[config.mk]
export PLATFORM = sky130hd
export DESIGN_NAME = ws2812_rx
export DESIGN_NICKNAME = d
export VERILOG_FILES = /design/src/rtl/ws2812_pkg.sv /design/src/rtl/sync2.sv /design/src/rtl/ws2812_rx.sv
export SDC_FILE = /design/constraint.sdc
export NUM_CORES = 1
export LEC_CHECK = 0
export ABC_AREA = 1
export CELL_PAD_IN_SITES_DETAIL_PLACEMENT = 0
export CELL_PAD_IN_SITES_GLOBAL_PLACEMENT = 1
export CORE_ASPECT_RATIO = 0.5
export CORE_MARGIN = 4
export CORE_UTILIZATION = 41
export DETAILED_ROUTE_END_ITERATION = 8
export PLACE_DENSITY_LB_ADDON = 0.25
export RECOVER_POWER = 50
export SLEW_MARGIN = 40
export SYNTH_ARGS = -nofsm -noshare
export SYNTH_HDL_FRONTEND = slang
export SYNTH_HIERARCHICAL = 1
export SYNTH_SLANG_ARGS = --single-unit
[constraint.sdc]
create_clock -name CLOCK_50 -period 2.5 [get_ports CLOCK_50]
set_input_delay 0.5 -clock CLOCK_50 [delete_from_list [all_inputs] [get_ports CLOCK_50]]
set_output_delay 0.5 -clock CLOCK_50 [all_outputs]
set_load 0.02 [all_outputs]
[src/rtl/ws2812_pkg.sv]
// Shared WS2812 line timing, sizes and receiver state encoding.
// The display transmitter imports the same constants so both ends agree.
package ws2812_pkg;

    // Nominal transmit timing in 50 MHz clocks
    localparam int T0H            = 20;
    localparam int T1H            = 40;
    localparam int TBIT           = 62;

    // Receive decode thresholds in 50 MHz clocks
    localparam int T_BIT_THRESH   = 30;
    localparam int T_HIGH_MIN     = 10;
    localparam int T_HIGH_MAX     = 55;
    localparam int T_RESET        = 2500;

    localparam int BITS_PER_PIXEL = 24;
    localparam int NUM_PIXELS     = 192;

    localparam int CNT_W          = 12;
    localparam int PIX_W          = 8;

    typedef enum logic [1:0] {
        WAIT_GAP = 2'd0,
        IDLE     = 2'd1,
        HIGH     = 2'd2,
        LOW      = 2'd3
    } rx_state_t;

endpackage

[src/rtl/sync2.sv]
// Multi-flop synchronizer for an asynchronous single-bit input (2 stages by default).
module sync2 #(
    parameter int STAGES = 2
) (
    input  logic clk,
    input  logic srst,
    input  logic d,
    output logic q
);

    logic [STAGES-1:0] stage_reg;

    genvar gi;
    generate
        for (gi = 0; gi < STAGES; gi++) begin : g_stage
            if (gi == 0) begin : g_first
                always_ff @(posedge clk) begin
                    if (srst) stage_reg[0] <= 1'b0;
                    else      stage_reg[0] <= d;
                end
            end else begin : g_chain
                always_ff @(posedge clk) begin
                    if (srst) stage_reg[gi] <= 1'b0;
                    else      stage_reg[gi] <= stage_reg[gi-1];
                end
            end
        end
    endgenerate

    assign q = stage_reg[STAGES-1];

endmodule

[src/rtl/ws2812_rx.sv]
// WS2812 single-wire receiver: decodes high-pulse widths into GRB pixel words,
// numbers them within the frame and reports the frame end on the long low gap.
module ws2812_rx
    import ws2812_pkg::*;
#(
    parameter int T_BIT_THRESH   = ws2812_pkg::T_BIT_THRESH,
    parameter int T_HIGH_MIN     = ws2812_pkg::T_HIGH_MIN,
    parameter int T_HIGH_MAX     = ws2812_pkg::T_HIGH_MAX,
    parameter int T_RESET        = ws2812_pkg::T_RESET,
    parameter int BITS_PER_PIXEL = ws2812_pkg::BITS_PER_PIXEL,
    parameter int NUM_PIXELS     = ws2812_pkg::NUM_PIXELS
) (
    input  logic                      CLOCK_50,
    input  logic                      reset,
    input  logic                      din,
    output logic                      pix_valid,
    output logic [BITS_PER_PIXEL-1:0] pix_data,
    output logic [PIX_W-1:0]          pix_index,
    output logic                      frame_done,
    output logic [PIX_W-1:0]          frame_pixels,
    output logic                      err
);

    localparam int BIT_W = $clog2(BITS_PER_PIXEL);

    localparam logic [CNT_W-1:0] RESET_W  = CNT_W'(T_RESET);
    localparam logic [CNT_W-1:0] THRESH_W = CNT_W'(T_BIT_THRESH);
    localparam logic [CNT_W-1:0] MIN_W    = CNT_W'(T_HIGH_MIN);
    localparam logic [CNT_W-1:0] MAX_W    = CNT_W'(T_HIGH_MAX);
    localparam logic [BIT_W-1:0] LAST_BIT = BIT_W'(BITS_PER_PIXEL - 1);
    localparam logic [PIX_W-1:0] NUM_PIX  = PIX_W'(NUM_PIXELS);

    logic ds;
    logic ds_prev_reg;
    logic ds_rise;
    logic ds_fall;
    logic ds_edge;

    rx_state_t                 state_reg,        state_next;
    logic [CNT_W-1:0]          cnt_reg,          cnt_next;
    logic [BIT_W-1:0]          bit_cnt_reg,      bit_cnt_next;
    logic [BITS_PER_PIXEL-1:0] shift_reg,        shift_next;
    logic [PIX_W-1:0]          pix_cnt_reg,      pix_cnt_next;
    logic                      ovf_reg,          ovf_next;
    logic                      pix_valid_reg,    pix_valid_next;
    logic [BITS_PER_PIXEL-1:0] pix_data_reg,     pix_data_next;
    logic [PIX_W-1:0]          pix_index_reg,    pix_index_next;
    logic                      frame_done_reg,   frame_done_next;
    logic [PIX_W-1:0]          frame_pixels_reg, frame_pixels_next;
    logic                      err_reg,          err_next;

    logic [CNT_W-1:0]          width;
    logic                      gap_hit;
    logic                      bit_val;
    logic [BITS_PER_PIXEL-1:0] shifted;

    sync2 #(
        .STAGES(2)
    ) u_sync (
        .clk  (CLOCK_50),
        .srst (reset),
        .d    (din),
        .q    (ds)
    );

    assign ds_rise = ds & ~ds_prev_reg;
    assign ds_fall = ~ds & ds_prev_reg;
    assign ds_edge = ds_rise | ds_fall;

    // cnt_reg counts cycles since the last edge minus one, so the width of the
    // level that just ended (or has lasted so far) is cnt_reg + 1.
    assign width   = cnt_reg + CNT_W'(1);
    assign gap_hit = ~ds & ~ds_edge & (cnt_reg == RESET_W - CNT_W'(1));
    assign bit_val = (width >= THRESH_W);
    assign shifted = BITS_PER_PIXEL'({shift_reg, bit_val});

    always_ff @(posedge CLOCK_50) begin
        if (reset) begin
            ds_prev_reg      <= 1'b0;
            state_reg        <= WAIT_GAP;
            cnt_reg          <= '0;
            bit_cnt_reg      <= '0;
            shift_reg        <= '0;
            pix_cnt_reg      <= '0;
            ovf_reg          <= 1'b0;
            pix_valid_reg    <= 1'b0;
            pix_data_reg     <= '0;
            pix_index_reg    <= '0;
            frame_done_reg   <= 1'b0;
            frame_pixels_reg <= '0;
            err_reg          <= 1'b0;
        end else begin
            ds_prev_reg      <= ds;
            state_reg        <= state_next;
            cnt_reg          <= cnt_next;
            bit_cnt_reg      <= bit_cnt_next;
            shift_reg        <= shift_next;
            pix_cnt_reg      <= pix_cnt_next;
            ovf_reg          <= ovf_next;
            pix_valid_reg    <= pix_valid_next;
            pix_data_reg     <= pix_data_next;
            pix_index_reg    <= pix_index_next;
            frame_done_reg   <= frame_done_next;
            frame_pixels_reg <= frame_pixels_next;
            err_reg          <= err_next;
        end
    end

    always_comb begin
        state_next        = state_reg;
        bit_cnt_next      = bit_cnt_reg;
        shift_next        = shift_reg;
        pix_cnt_next      = pix_cnt_reg;
        ovf_next          = ovf_reg;
        pix_valid_next    = 1'b0;
        pix_data_next     = pix_data_reg;
        pix_index_next    = pix_index_reg;
        frame_done_next   = 1'b0;
        frame_pixels_next = frame_pixels_reg;
        err_next          = 1'b0;

        if (ds_edge)                cnt_next = '0;
        else if (cnt_reg != RESET_W) cnt_next = cnt_reg + CNT_W'(1);
        else                        cnt_next = cnt_reg;

        case (state_reg)
            WAIT_GAP: begin
                // Resynchronise silently: no frame_done for the gap that ends a bad frame.
                if (gap_hit) begin
                    bit_cnt_next = '0;
                    pix_cnt_next = '0;
                    ovf_next     = 1'b0;
                    state_next   = IDLE;
                end
            end

            IDLE: begin
                if (ds_rise) state_next = HIGH;
            end

            HIGH: begin
                if (ds_fall) begin
                    if (width < MIN_W) begin
                        err_next     = 1'b1;
                        bit_cnt_next = '0;
                        pix_cnt_next = '0;
                        ovf_next     = 1'b0;
                        state_next   = WAIT_GAP;
                    end else begin
                        shift_next = shifted;
                        state_next = LOW;
                        if (bit_cnt_reg == LAST_BIT) begin
                            bit_cnt_next = '0;
                            if (pix_cnt_reg < NUM_PIX) begin
                                pix_valid_next = 1'b1;
                                pix_data_next  = shifted;
                                pix_index_next = pix_cnt_reg;
                                pix_cnt_next   = pix_cnt_reg + PIX_W'(1);
                            end else if (!ovf_reg) begin
                                // Only the first surplus pixel of a frame is flagged.
                                err_next = 1'b1;
                                ovf_next = 1'b1;
                            end
                        end else begin
                            bit_cnt_next = bit_cnt_reg + BIT_W'(1);
                        end
                    end
                end else if (width >= MAX_W) begin
                    // Still high after T_HIGH_MAX cycles: the pulse is already too long.
                    err_next     = 1'b1;
                    bit_cnt_next = '0;
                    pix_cnt_next = '0;
                    ovf_next     = 1'b0;
                    state_next   = WAIT_GAP;
                end
            end

            LOW: begin
                if (ds_rise) begin
                    state_next = HIGH;
                end else if (gap_hit) begin
                    frame_done_next   = 1'b1;
                    frame_pixels_next = pix_cnt_reg;
                    err_next          = (bit_cnt_reg != '0);
                    bit_cnt_next      = '0;
                    pix_cnt_next      = '0;
                    ovf_next          = 1'b0;
                    state_next        = IDLE;
                end
            end

            default: state_next = WAIT_GAP;
        endcase
    end

    assign pix_valid    = pix_valid_reg;
    assign pix_data     = pix_data_reg;
    assign pix_index    = pix_index_reg;
    assign frame_done   = frame_done_reg;
    assign frame_pixels = frame_pixels_reg;
    assign err          = err_reg;

endmodule
-- Yosys cells after proc, flatten, opt, wreduce, memory -nomap -nowiden
Index checks and enable logic that the tools add are counted.
- add/sub/neg operators: 3
- $lt $le $gt $ge: 4
- equality and inequality tests: 12
- mux-type cells: 41
- bitwise operators: 14
- reductions and logical operators: 13
- operators with widths (operator ; count):
    $mux W8 ; 7
    $mux W5 ; 6
    $pmux W8 S3 ; 1
    $mux W1 ; 17
    $pmux W5 S3 ; 1
    $reduce_and A5 Y1 ; 3
    $add A12 B1 Y12 const B ; 1
    $eq A12 B12 Y1 const B ; 1
    $ge A12 B5 Y1 const B ; 1
    $ge A12 B6 Y1 const B ; 1
    $lt A12 B4 Y1 const B ; 1
    $mux W2 ; 6
    $ne A12 B12 Y1 const B ; 1
    $ne A4 B4 Y1 const B ; 3
    $not A1 Y1 ; 9
    $reduce_and A3 Y1 ; 3
    $add A8 B1 Y8 const B ; 1
    $lt A8 B8 Y1 const B ; 1
    $pmux W2 S4 ; 1
    $add A5 B1 Y5 const B ; 1
    $eq A5 B5 Y1 const B ; 1
    $reduce_bool A5 Y1 ; 1
    $reduce_or A5 Y1 ; 1
    $and A1 B1 Y1 ; 4
    12 further kinds ; 14
- flip-flop bits (word level): 97
- input port bits: 3
- output and inout bits: 43
- word-level logic and storage cells: 102

-- Longest topological paths before layout
- depth after elaboration: 9
- gate-level depth with buffers: 16
- gate-level depth less buffers: 15

-- Cells and area by module
Netlist, hierarchy kept.
- modules (own cells, without submodules) (module ; times used ; cells each ; area each (µm²) ; seq. area each (µm²)):
    ws2812_rx ; 1 ; 640 ; 4461.8 ; 1901.8
    sync2 ; 1 ; 6 ; 55.1 ; 40.0

-- Least setup slack after synthesis
OpenSTA, ideal clock, no wires.
- path kind: register to register
- start point: reg cnt_reg[1]
- end point: reg pix_cnt_reg[3]
- library setup time: 0.115 ns
- arrival: 1.791 ns
- required time: 2.385 ns
- path slack: 0.594 ns
- cell stages (with the launch flop): 14
- path buffers: 1
- period minus slack after synthesis: 1.906 ns
- cell sequence: dfxtp_1 -> ha_1 -> nand2_2 -> nor2_2 -> nand3_1 -> nand2_1 -> nand3_1 -> nor2_2 -> nand3_2 -> nand2_4 -> inv_4 -> buf_6 -> a21oi_1 -> nor2_1
- word-level cells in the longest chain between the ends: 5
- elaborated cells on any way between the ends: 14
- classes of those cells: add/sub: 1; order compare: 2; eq/ne: 4; mux: 5; bitwise: 1; reduce/logical: 1
- RTL lines (element ; RTL line ; text):
    start: declaration ; ws2812_rx.sv:40 ; logic [CNT_W-1:0] cnt_reg, cnt_next;
    start signal: assignment ; ws2812_rx.sv:95 ; cnt_reg <= cnt_next;
    $add A12 B1 Y12 / $eq A12 B12 Y1 (equally long branches) ; ws2812_rx.sv:72, ws2812_rx.sv:73 ;
    $lt A12 B4 Y1 / $and A1 B1 Y1 (equally long branches) ; ws2812_rx.sv:143, ws2812_rx.sv:73 ;
    $mux W8, on equally long branches (2 in a row) ; -- ;
    $pmux W8 S3 ; ws2812_rx.sv:126 ; case (state_reg)
    end signal: assignment ; ws2812_rx.sv:98 ; pix_cnt_reg <= pix_cnt_next;
    end: declaration ; ws2812_rx.sv:43 ; logic [PIX_W-1:0] pix_cnt_reg, pix_cnt_next;
Parallel ways exist; a longest one is shown, timed or not. The select of a mux whose other input is x is not followed.
A chain may end at the register's enable or synchronous reset.

-- Final worst setup path
- start point: reg cnt_reg[0]
- end point: reg pix_data_reg[3], in the netlist pix_data[3]
- word-level cells in the longest chain between the ends: 4
- RTL lines (element ; RTL line ; text):
    $add A12 B1 Y12 ; ws2812_rx.sv:72 ; assign width = cnt_reg + CNT_W'(1);
    $lt A12 B4 Y1 ; ws2812_rx.sv:143 ; if (width < MIN_W) begin
    $not A1 Y1 (no source line) ; -- ;
    $reduce_and A5 Y1 (no source line) ; -- ;
    end signal: assignment ; ws2812_rx.sv:101 ; pix_data_reg <= pix_data_next;
    end: declaration ; ws2812_rx.sv:46 ; logic [BITS_PER_PIXEL-1:0] pix_data_reg, pix_data_next;
No other way between the ends.

==> impl_metrics.tcl <==
set metrics [dict create \
    met3WireLength_um 407 \
    yosys.area.top_type "dfxtp_1" \
    rrSetupSlack_ns 0.27 \
    drive_above_1_share_pct 7.69 \
    fin_crit_ns 2.23 \
    min_path_type "flip-flop to flip-flop" \
    cts_made_buffers 9 \
    power_density_nw_per_um2 552 \
    avgSynthCellArea_um2 6.99 \
    maxCapViolCount 0 \
    path_class "flip-flop to flip-flop" \
    yosysSeqAreaShare_pct 43.0 \
    clock-sinks 97 \
    cts_resized 0 \
    finalCritPeriodShare_pct 89.0 \
    tns_ns 0 \
    setup_ws_ns 0.275 \
    dieWidth_um 156 \
    grt.total_usage_pct 15.8 \
    antenna_found_initial 0 \
    fillers 1042 \
    fmax_ghz 0.449 \
    drc 0 \
    met1Wirelength_um 5260 \
    grt_pass1_vias 3395 \
    num_antenna_cells 0 \
    clk_latency_ns 0.35 \
    drtIter0Drc 217 \
    setup_viol 0 \
    rsz0062_at_grt "false" \
    drt_pass1_iterations 4 \
    core_area_um2 10500 \
    reg2regPathDepth 12 \
    dr.max_layer_used "met4" \
    finish.utilization_pct 51.4 \
    ant_nets 0 \
    r2r-end "pix_data[3]$_SDFFE_PP0P_" \
    cts_hold_buf 0 \
    dp_slack_ns 0.0701 \
    cts_buffer_depth 2 \
    io_pins 46 \
    ys_top_cells_by_area "dfxtp_1, nand2_1, inv_1, nor2_1, a21oi_1" \
    critical-path-slowest-cell "dfxtp_1" \
    holdWs_ns 0.412 \
    yosysTopAreaCellShare_pct 43.0 \
    power_leakage_nw 2.42 \
    start_util_pct 43.1 \
    drv_slew 0 \
    netlist_area_um2 4520 \
    dp_hpwl_um 6630 \
    cp.arrival_ns 2.49 \
    io_buffers 45 \
    cts-root-buf "clkbuf_16" \
    cp-start-kind "flip-flop" \
    async_reset_ff_share_pct 0 \
    gp_congestion 0.833 \
    worstHoldStart "u_sync/stage_reg[0]$_SDFF_PP0_" \
    die_y_um 82.2 \
    crit_path_max_fanout 19 \
    worst_pin_slew_ns 0.757 \
    htree_num_levels 3 \
    cp-startpoint "cnt_reg[0]$_SDFFE_PP0P_" \
    status "finished clean" \
    final_common_cell "nand2_1" \
    post_cts_buffers 0 \
    fin_worst_skew_ns 0.0110 \
    layout_common_cells "nand2_1, inv_1, dfxtp_1" \
    wl_per_cell_um 11.8 \
    vdd_ir_drop_max_uv 314 \
    die_area_um2 12900 \
    wirelength_um 9760 \
    overflow 0 \
    rr_startpoint "cnt_reg[0]$_SDFFE_PP0P_" \
    vias_per_cell 4.62 \
    nets 697 \
    grt_pass1_wl_um 16600 \
    yosys_most_used_dff "dfxtp_1" \
    largest_reg_flops 24 \
    worstPathRequired_ns 2.76 \
    cts_tree "yes" \
    relSlewSlack_pct 49.5 \
    worstPathCellList "ha_2, nand2_2, nor2_2, nand3_1, nand2_1, nand3_1, nor2_2, nand3_4, nand4_2, buf_4, nand2_1, a21oi_1" \
    yosysUniqueCellTypes 29 \
    vias 3829 \
    hold_viol 0 \
    yosys_warnings 6 \
    syn_nets 659 \
    dr_wl_met2_um 4030 \
    crit_end "pix_data[3]$_SDFFE_PP0P_" \
    netlist_instances 646 \
    ys_ff_latch 97 \
    clk_pin_slew_ns 0.07 \
    grt_max_degree 49 \
    cp-end-kind "flip-flop" \
    power_mw 2.97 \
    synth_edf_count 0 \
    rows 26 \
    crit_path_max_incr_delay_ns 0.39 \
    area_growth_pct 19.1 \
]
per-layer routing:
layer | vias up | GRT usage (%)
met1 | 1685 | 23.2
met5 | - | 0
met3 | 7 | 3.96
met4 | 0 | 3.38
met2 | 57 | 23.5
li1 | 2080 | -
layout make-up:
class | count | area, um2 | area share [%]
tap | 140 | 175 | 3.26
clock buffer | 9 | 225 | 4.19
timing repair buffer | 55 | 552 | 10.3
sequential | 97 | 1940 | 36.1
inverter | 101 | 384 | 7.14
multi-input combinational | 420 | 2040 | 38.0
clock inverter | 7 | 58.8 | 1.09
where the power goes:
part | leakage [nW] | total, mW | internal [mW] | switching (mW)
Clock | 0.139 | 1.34 | 0.693 | 0.644
Combinational | 1.49 | 0.0781 | 0.0239 | 0.0542
Sequential | 0.782 | 1.56 | 1.55 | 0.00709
synth_stat cells (all sizes together) (6+ instances only):
| cell | number |
|---|---|
| nand4 | 16 |
| xor2 | 8 |
| buf | 17 |
| dfxtp | 97 |
| a21oi | 50 |
| nand2 | 160 |
| nor2 | 91 |
| nor3 | 6 |
| nand3 | 38 |
| inv | 100 |
| clkbuf | 11 |
| o21ai | 38 |
| ha | 10 |
worst min path at each step:
stage / slack (ns) / to / depth (start not counted)
2_1_floorplan: 0.39 / u_sync/q$_SDFF_PP0_ / 2
3_3_place_gp: 0.39 / u_sync/q$_SDFF_PP0_ / 2
3_5_place_dp: 0.40 / u_sync/q$_SDFF_PP0_ / 2
4_1_cts: 0.41 / u_sync/q$_SDFF_PP0_ / 2
5_1_grt: 0.44 / u_sync/q$_SDFF_PP0_ / 2
6_report: 0.41 / u_sync/q$_SDFF_PP0_ / 2
worst max-delay path: cells and delay by family, from the launching register on:
kind	cells	cell delay, ns
fa+ha+maj	1	0.23
buf+inv	1	0.25
compound gates	1	0.14
flops	1	0.39
simple gates	9	1.12
cell families (layout without fill, tap and decap cells):
logic type                 after synthesis  count (layout)  synth area share [%]
adders and majority gates               10              10                  2.77
DFF                                     97              97                  43.0
xor gates and xnor gates                 8               8                  1.55
AOI/OAI and AO/OA                       91              91                  10.3
buffers and inverters                  129             172                  11.9
and+or+nand+nor                        311             311                  30.5
metrics by stage:
step	cells	instance area, um2
floorplan	646	4520
CTS	829	5370
global placement	813	5090
finish	829	5380
global route	829	5380
detailed placement	813	5090
Note: power is estimated with default switching activity, not from simulation.
